`src/rtl/signed_max_seq.sv`:
```
// Streaming signed maximum: finds the largest element of each COUNT-element frame and its index.
// Optional macro SIGNED_MAX_TIE_LAST_EN makes ties select the latest index instead of the earliest.
module signed_max_seq #(
  parameter int WIDTH = 8,
  parameter int COUNT = 4,
  localparam int IDX_W = (COUNT > 1) ? $clog2(COUNT) : 1
) (
  input  logic             CLK,
  input  logic             RESET,
  input  logic             I_VALID,
  output logic             I_READY,
  input  logic [WIDTH-1:0] I_DATA,
  output logic             O_VALID,
  input  logic             O_READY,
  output logic [WIDTH-1:0] O_MAX,
  output logic [IDX_W-1:0] O_IDX
);

  typedef enum logic {ACCEPT = 1'b0, DONE = 1'b1} state_t;

  state_t           state_q, state_d;
  logic [IDX_W-1:0] cnt_q;
  logic [WIDTH-1:0] max_q;
  logic [IDX_W-1:0] idx_q;

  logic             in_hs;
  logic             last;
  logic [WIDTH-1:0] diff;
  logic             sign_differs;
  logic             max_lt;
  logic             max_eq;
  logic             take;

  assign in_hs = (state_q == ACCEPT) && I_VALID;
  assign last  = (cnt_q == IDX_W'(COUNT - 1));

  // One shared subtract; when operand signs differ the subtract may overflow,
  // so the negative operand is simply the smaller one.
  assign diff         = max_q - I_DATA;
  assign sign_differs = max_q[WIDTH-1] ^ I_DATA[WIDTH-1];
  assign max_lt       = sign_differs ? max_q[WIDTH-1] : diff[WIDTH-1];
  assign max_eq       = (diff == '0);

`ifdef SIGNED_MAX_TIE_LAST_EN
  assign take = max_lt | max_eq;
`else
  assign take = max_lt;
`endif

  always_comb begin
    state_d = state_q;
    I_READY = 1'b0;
    O_VALID = 1'b0;
    case (state_q)
      ACCEPT: begin
        I_READY = 1'b1;
        if (I_VALID && last) state_d = DONE;
      end
      DONE: begin
        O_VALID = 1'b1;
        if (O_READY) state_d = ACCEPT;
      end
      default: state_d = ACCEPT;
    endcase
  end

  // The first element of a frame always loads, regardless of the old maximum.
  always_ff @(posedge CLK) begin
    if (RESET) begin
      state_q <= ACCEPT;
      cnt_q   <= '0;
      max_q   <= '0;
      idx_q   <= '0;
    end else begin
      state_q <= state_d;
      if (in_hs) begin
        cnt_q <= last ? '0 : cnt_q + IDX_W'(1);
        if ((cnt_q == '0) || take) begin
          max_q <= I_DATA;
          idx_q <= cnt_q;
        end
      end
    end
  end

  assign O_MAX = max_q;
  assign O_IDX = idx_q;

endmodule

```
`config.mk`:
```
export PLATFORM = sky130hd
export DESIGN_NAME = signed_max_seq
export DESIGN_NICKNAME = d
export VERILOG_FILES = /design/src/rtl/signed_max_seq.sv
export SDC_FILE = /design/constraint.sdc
export NUM_CORES = 1
export LEC_CHECK = 0
export BUFFER_PORTS_ARGS = -buffer_cell sky130_fd_sc_hd__buf_2
export CAP_MARGIN = 20
export CORE_UTILIZATION = 51
export CTS_BUF_LIST = sky130_fd_sc_hd__clkbuf_16
export CTS_CLUSTER_SIZE = 20
export DETAILED_ROUTE_END_ITERATION = 6
export GPL_ROUTABILITY_DRIVEN = 0
export PLACE_DENSITY = 0.89
export SYNTH_ARGS = -nofsm -noshare
export SYNTH_HDL_FRONTEND = slang
export SYNTH_SLANG_ARGS = --single-unit
```
`constraint.sdc`:
```
create_clock -name CLK -period 3.32 [get_ports CLK]
set_clock_uncertainty 0.05 [all_clocks]
set_input_delay 0.664 -clock CLK [delete_from_list [all_inputs] [get_ports CLK]]
set_output_delay 0.664 -clock CLK [all_outputs]
set_load 0.01 [all_outputs]
```
==> run metrics, run 1 <==
Inserted Diodes=0; core area=1301 µm²; CTS Buffer Depth=2; Max Slew Vio Count=0; total gr overflow=0; required time worst endpoint=3.44 ns; # IOs=24; cell taking the most area after synthesis=dfxtp_1; Worst-path clk slew=0.05 ns; slack of the critical path=0.9106 ns; Leak Pwr=0.0004486 µW; Max Cap Viol=0; routed wire length per instance=12.68 µm; status=complete, no violations; dpl hpwl=1181 µm; Post-synth EDFFs=0; Syn Std Cell Area=718.2 µm²; number of port buffers=23; initial DRC count=13; final count of negative-setup-slack endpoints=0; worst slack, placed=0.7075 ns; synth unique cells=20; CP Class=in2reg; Setup Fix Bufs, Post-CTS=0; CTS H-Tree Depth=1; Sequential Power Share=37.0%; ys async rst share=0%; Sw Pwr=117.4 µW; Slew headroom=73.72%; final WL=1623 µm; vias in the first global route=644; Clk pwr share=47.3%; initial antenna violation count=0; max incr delay on CP=0.42 ns; crit start category=input port; GRT Util Overall=25.21%; Setup crit end kind=register; die area=1562 µm²; largest net degree at the start of global routing=14; hold path depth=2; Layout Nets=135; Tightest Hold Check Type=reg2reg; Die Y=39.53 µm; combinational share of power=15.7%; Fmax=415.0 MHz; Post-Syn Nets=111; post_cts resized=0; final hold violation count=0; Clock Tree Root=clkbuf_16; Worst R2R Path Depth=8; Cells after Synth=90; Int Power=355.7 µW; cells taking the most area after synthesis=dfxtp_1, ha_1, a21oi_1; Worst EP arrival=2.53 ns; layout cells sized above 1=24.78%; Syn Area/Cell=7.980 µm²; top cell type's share of synthesized area=36.24%; Routed Antenna Nets=0; minimum clock period=2.409 ns; die width=39.53 µm; TritonCTS Sinks=13; TritonRoute pass-1 iters=4; via count=686; PwrDens=522.3 nW/µm²; RSZ-0062 raised after global routing=false; top_reg_cell synth=dfxtp_1; count leader, synth=a21oi_1; vias per cell=5.359; Initial Util=55.19%; crit path cell chain=buf_2 -> inv_1 -> ha_1 -> nand2_1 -> o21ai_0 -> a21oi_1 -> fa_1 -> nor2_2 -> o21ai_0 -> a21oi_1; Worst-Margin Slew=0.3938 ns; # DRC=0; first-pass GRT wire length=2532 µm; Hold Buf Count CTS=0; Row Count=13; CTS tree=built; flops & latches, synth=13; CP max-delay cell=fa_1; period utilization=72.57%; VDD IR-drop max=0.3156 mV; Clock Latency Late Sink=0.24 ns; Warnings, synthesis=0; CP Max Fanout=10; register area share after synthesis=36.24%; synthesis-to-layout area growth=26.13%; Switching Fraction=24.81%; top cells by count, synth=a21oi_1, dfxtp_1, inv_1, nand3_1, ha_1; setup TNS=0 ns; total CTS buffers=3
sequential cells by signal, indices dropped and copies added (netlist names):
name and count:
state_q 1, cnt_q 2, O_MAX 8, O_IDX 2
per-layer routing:
layer  GRT usage, %  part of all wire [%]  routed length (µm)
met1          25.95                    44                 714
met2          44.26                    49                 797
met3          8.523                   4.7                  76
met4          12.93                   2.2                  36
met5              0                     0                   0
final timing paths:
| kind | start | endpoint | slack, ns |
|---|---|---|---|
| hold reg to reg | O_IDX[0]$_SDFFE_PP0P_ | O_IDX[0]$_SDFFE_PP0P_ | 0.43 |
| setup / recovery | I_DATA[2] | O_MAX[1]$_SDFFE_PP0P_ | 0.91 |
| hold / removal | O_IDX[0]$_SDFFE_PP0P_ | O_IDX[0]$_SDFFE_PP0P_ | 0.43 |
| setup reg to reg | O_MAX[2]$_SDFFE_PP0P_ | O_MAX[1]$_SDFFE_PP0P_ | 1.14 |
cells in the final DEF (no fill, tap or decap), types with 2 or more instances in the layout:
cell	n
o21ai_1	5
nand3_1	10
dfxtp_1	13
nor2b_1	2
ha_1	8
clkbuf_16	3
inv_1	11
a21oi_1	15
buf_2	23
nand2_1	5
nor2_1	4
o21ai_0	7
worst max-delay path, delay by kind of cell:
family          cells  cell delay [ns]
buf+inv             2             0.13
fa+ha+maj           2             0.70
simple gates        2             0.39
compound gates      4             0.65
through the flow:
step	util, %	area [µm²]	cells	hold slack [ns]	total power, µW
floorplan	-	718.2	90	0.4160	226.6
finish	69.62	905.9	128	0.4319	473.1
global route	69.62	905.9	128	0.4642	494.2
global placement	63.56	827.0	124	0.4173	247.0
CTS	69.62	905.9	128	0.4339	475.2
detailed placement	63.56	827.0	124	0.4237	251.5
layout make-up:
| cell class | instances | area [µm²] |
|---|---|---|
| inverter | 10 | 37.54 |
| clock inverter | 1 | 3.754 |
| timing repair buffer | 23 | 115.1 |
| tap | 15 | 18.77 |
| fill | 118 | 395.4 |
| multi-input combinational | 63 | 395.4 |
| sequential | 13 | 260.3 |
| clock buffer | 3 | 75.07 |
power by group through the flow:
stage	Clock (µW)	Sequential, µW	Combinational, µW
final	224	175	74.3
after global routing	234	176	84.3
after CTS	226	175	74.5
after detailed placement	0	178	73.6
after global placement	0	177	70.0
after floorplan	0	181	46.0
logic make-up after synthesis:
family	after synthesis	share of synthesized area [%]
mux	1	1.394
compound gates	28	19.69
buf+inv	14	8.711
simple gates	25	17.25
flops	13	36.24
fa+ha+maj	9	16.73
Note: power is estimated with default switching activity, not from simulation.
==> run 2: changes to the inputs <==
--- a/config.mk
+++ b/config.mk
@@ -5,14 +5,15 @@
 export SDC_FILE = /design/constraint.sdc
 export NUM_CORES = 1
 export LEC_CHECK = 0
+export ABC_AREA = 1
 export BUFFER_PORTS_ARGS = -buffer_cell sky130_fd_sc_hd__buf_2
 export CAP_MARGIN = 20
-export CORE_UTILIZATION = 51
+export CORE_UTILIZATION = 48
 export CTS_BUF_LIST = sky130_fd_sc_hd__clkbuf_16
 export CTS_CLUSTER_SIZE = 20
 export DETAILED_ROUTE_END_ITERATION = 6
 export GPL_ROUTABILITY_DRIVEN = 0
-export PLACE_DENSITY = 0.89
+export PLACE_DENSITY = 0.84
 export SYNTH_ARGS = -nofsm -noshare
 export SYNTH_HDL_FRONTEND = slang
 export SYNTH_SLANG_ARGS = --single-unit
==> constraint.sdc (replaced) <==
create_clock -name CLK -period 2.25 [get_ports CLK]
set_clock_uncertainty 0.05 [all_clocks]
set_input_delay 0.45 -clock CLK [delete_from_list [all_inputs] [get_ports CLK]]
set_output_delay 0.45 -clock CLK [all_outputs]
set_load 0.01 [all_outputs]
==> run metrics, run 2 <==
top cell type's share of synthesized area=34.67%; # IOs=24; VDD IR-drop max=0.3817 mV; register area=260.3 µm²; die area=1726 µm²; Fmax=484.9 MHz; vias per cell=4.716; setup TNS=0 ns; # DRC=0; most common cell after layout, fill and taps aside=nand2_1; Tightest Hold Check Type=in2reg; die width=41.55 µm; Worst-path clk slew=0.04 ns; total gr overflow=0; most frequent cells in the layout=nand2_1, nor2_1, buf_2, inv_1, dfxtp_1; Worst-Margin Slew=0.4233 ns; register area share after synthesis=34.67%; initial antenna violation count=0; final WL=1410 µm; via count=698; first-pass GRT wire length=2318 µm; Pwr Total=746.1 µW; core area=1383 µm²; period utilization=91.65%; synth unique cells=15; Hold Buf Count CTS=0; number of port buffers=23; CP Class=in2reg; initial DRC count=3; Syn Area/Cell=6.951 µm²; dpl cells=143; Max Cap Viol=0; crit start category=input port; TritonRoute pass-1 iters=4; max reg flops=8; ys async rst share=0%; Inserted Diodes=0; Layout Nets=155; RSZ-0062 raised after global routing=false; fillcell total=114; Setup Fix Bufs, Post-CTS=0; Syn Std Cell Area=750.7 µm²; final hold violation count=0; CTS Buffer Depth=2; Warnings, synthesis=0; area of the multi-input gates=405.4 µm²; required time worst endpoint=2.38 ns; cell taking the most area after synthesis=dfxtp_1; Initial Util=54.30%; cells taking the most area after synthesis=dfxtp_1, nand2_1, ha_1; CP Max Fanout=10; vias in the first global route=612; count leader, synth=nand2_1; Cells after Synth=108; CTS H-Tree Depth=1; status=complete, no violations; Post-Syn Nets=129; TritonCTS Sinks=13; Clock Latency Late Sink=0.24 ns; minimum clock period=2.062 ns; Final Non-Filler Cells=148; top_reg_cell synth=dfxtp_1; GRT Util Overall=17.50%; largest net degree at the start of global routing=21; Slew headroom=71.75%; total CTS buffers=3; Leak Pwr=0.0005534 µW; Clock Tree Root=clkbuf_16; top cells by count, synth=nand2_1, nor2_1, inv_1; dpl hpwl=988.6 µm; final count of negative-setup-slack endpoints=0; Setup crit end kind=register; routed wire length per instance=9.527 µm; Row Count=13; flops & latches, synth=13; Worst EP arrival=2.19 ns; Post-synth EDFFs=0; synthesis-to-layout area growth=25.50%; Routed Antenna Nets=0; CTS tree=built; PwrDens=791.9 nW/µm²; Max Slew Vio Count=0; layout cells sized above 1=24.06%; Die Y=41.55 µm
[run 2: cells by family after synthesis]
group           after synthesis  share of synthesized area (%)
flops                        13                          34.67
fa+ha+maj                     9                          16.00
buf+inv                      20                          12.17
compound gates                7                          4.666
simple gates                 59                          32.50
[run 2: what timing repair did]
action                                  4_1_cts  5_1_grt
resized for setup                             0        0
endpoints found under the setup margin        0        6
endpoints found under the hold margin         0        0
[run 2: routing by layer]
| layer | vias to the layer above | track usage (%) | part of all wire, % |
|---|---|---|---|
| met4 | 0 | 12.26 | 3.3 |
| li1 | 372 | - | - |
| met3 | 7 | 3.913 | 4.7 |
| met1 | 296 | 20.38 | 46 |
| met5 | - | 0 | 0 |
| met2 | 23 | 28.13 | 46 |
[run 2: final timing paths]
| kind | startpoint | to | slack (ns) | depth (start not counted) |
|---|---|---|---|---|
| worst max-delay path | I_DATA[2] | O_IDX[1]$_SDFFE_PP0P_ | 0.19 | 11 |
| worst max register to register | O_MAX[2]$_SDFFE_PP0P_ | O_IDX[1]$_SDFFE_PP0P_ | 0.21 | 9 |
| worst min-delay path | RESET | state_q$_SDFF_PP0_ | 0.32 | 2 |
| worst min register to register | O_IDX[0]$_SDFFE_PP0P_ | O_IDX[0]$_SDFFE_PP0P_ | 0.43 | 2 |
[run 2: where the power goes]
part / switching [µW] / internal [µW] / total [µW]
Sequential: 15.1 / 254 / 269
Clock: 92.3 / 234 / 326
Combinational: 90.1 / 60.8 / 151
Total: 197 / 549 / 746
[run 2: cell type report]
class / instances / area share (%)
Inverter: 17 / 6.773
Clock buffer: 3 / 7.968
Timing Repair Buffer: 23 / 12.22
Tap cell: 15 / 1.992
Sequential cell: 13 / 27.62
Multi-Input combinational cell: 76 / 43.03
Clock inverter: 1 / 0.3984
[run 2: through the flow]
stage               utilization, %  worst slack, ns  cell area, µm²  hold WS [ns]
floorplan                        -           0.2727           750.7        0.4201
global placement             61.99          0.06481           857.1        0.4199
detailed placement           61.99         -0.02282           857.1        0.4221
CTS                          67.69           0.1304           935.9        0.3213
global route                 68.14          0.02291           942.2        0.3342
finish                       68.14           0.1879           942.2        0.3233
[run 2: critical path, cell delays in order]
cell,delay [ns]
buf_2,0.07
inv_1,0.04
ha_1,0.31
a21oi_1,0.20
nand2_1,0.11
a21oi_1,0.18
fa_1,0.22
nor2_2,0.06
nor2_2,0.34
nor2_1,0.10
nor2_2,0.11
==> run 3: changes to the inputs <==
==> constraint.sdc (replaced) <==
create_clock -name CLK -period 2.1 [get_ports CLK]
set_clock_uncertainty 0.05 [all_clocks]
set_input_delay 0.42 -clock CLK [delete_from_list [all_inputs] [get_ports CLK]]
set_output_delay 0.42 -clock CLK [all_outputs]
set_load 0.1 [all_outputs]
==> run metrics, run 3 (synthesis gave the netlist of run 2 again) <==
final WL=1640 µm; Worst-Margin Slew=0.4915 ns; Die Y=41.55 µm; CTS H-Tree Depth=1; dpl hpwl=1099 µm; Leak Pwr=0.0005632 µW; Sw Pwr=364.9 µW; CTS Buffer Depth=2; CP Class=reg2reg; vias in the first global route=691; Switching Fraction=38.00%; Sequential Power Share=30.5%; Clk pwr share=36.6%; Pwr Total=960.3 µW; Fmax=513.2 MHz; CTS tree=built; total CTS buffers=3; via count=717; met2 track demand over resource=37.50%; crit start category=register; Buf+Inv Stages, Crit Path=1; combinational share of power=32.9%; Max Cap Viol=0; slack of the critical path=0.1516 ns; Worst EP arrival=2.06 ns; Slew headroom=67.46%; most frequent cells in the layout=nand2_1, nor2_1, buf_2, inv_1, ha_1; layout cells sized above 1=30.60%; final hold violation count=0; crit path cell chain=ha_1 -> nand2_1 -> inv_1 -> nand2_1 -> nand2_1 -> a21oi_1 -> fa_1 -> nor2_4 -> nor2_4 -> nand2_1 -> nand2_1 -> nor2_1; largest net degree at the start of global routing=21; Clock Tree Root=clkbuf_16; GRT met1 Usage=20.38%; CP top delay family=adder cells; TritonRoute pass-1 iters=7; max reg flops=8; required time worst endpoint=2.21 ns; hold_ws=0.2900 ns; synthesis-to-layout area growth=29.83%; Inserted Diodes=0; status=complete, but fails checks; Final Util=70.50%; most common cell after layout, fill and taps aside=nand2_1; first-pass GRT wire length=2656 µm; Setup crit end kind=register; # IOs=24; initial antenna violation count=0; minimum clock period=1.948 ns; die area=1726 µm²; fillcell total=117; Hold Buf Count CTS=0; vias per cell=4.812; CP Max Fanout=10; number of port buffers=23; # DRC=1; total gr overflow=0; cell mode on critical path=nand2_1; CP max-delay cell=fa_1; Clock Latency Late Sink=0.24 ns; Tightest Hold Check Type=in2reg; Layout Nets=156; VDD IR-drop max=0.5707 mV; Max Slew Vio Count=0; register area=275.3 µm²; Initial Util=54.30%; worst slack, placed=-0.1594 ns; final count of negative-setup-slack endpoints=0; GRT Util Overall=19.67%; failing checks=DRC; Worst-path clk slew=0.04 ns; period utilization=92.78%; initial DRC count=17; PwrDens=985.2 nW/µm²; core area=1383 µm²; Row Count=13; area of the multi-input gates=415.4 µm²; M3 GR Usage=5.217%; Int Power=595.4 µW; routed wire length per instance=11.01 µm; Top Usage Layer GRT=met2; TritonCTS Sinks=13; die width=41.55 µm; Routed Antenna Nets=0; max incr delay on CP=0.41 ns
## run 3: path summary, 6_finish.rpt
path                                             from               endpoint  slack [ns]  cells past startpoint
worst max-delay path            O_MAX[2]$_SDFFE_PP0P_  O_MAX[1]$_SDFFE_PP0P_        0.15                     12
worst min register to register  O_MAX[6]$_SDFFE_PP0P_  O_MAX[6]$_SDFFE_PP0P_        0.44                      2
worst min-delay path                            RESET     state_q$_SDFF_PP0_        0.29                      2
worst max register to register  O_MAX[2]$_SDFFE_PP0P_  O_MAX[1]$_SDFFE_PP0P_        0.15                     12
## run 3: layout make-up
type	count	area share [%]
clock inverter	1	0.3851
inverter	17	6.547
tap	15	1.926
timing repair buffer	24	12.58
clock buffer	3	7.702
multi-input combinational	76	42.62
sequential	13	28.24
## run 3: routing by layer
layer,part of all wire [%],wire length [µm]
met5,0,0
met2,50,822
met1,42,694
met4,1.2,19
met3,6.3,104
## run 3: per-stage QoR
step | cells | TNS, ns | area (µm²)
6_report | 149 | 0 | 974.7
5_1_grt | 149 | -0.1783 | 974.7
4_1_cts | 148 | 0 | 958.4
3_5_place_dp | 144 | -1.253 | 879.6
3_3_place_gp | 144 | -0.7346 | 879.6
2_1_floorplan | 108 | 0 | 765.7
## run 3: power groups by stage
stage	clock, µW	sequential (µW)	combinational, µW
finish	352	293	316
global route	367	297	338
CTS	354	292	305
detailed placement	0	296	300
global placement	0	294	292
floorplan	0	443	110
## run 3: timing repair
| item | 4_1_cts | 5_1_grt |
|---|---|---|
| resized for setup | 0 | 2 |
| buffers inserted | 0 | 0 |
| hold endpoints to repair | 0 | 0 |
| endpoints found under the setup margin | 0 | 10 |
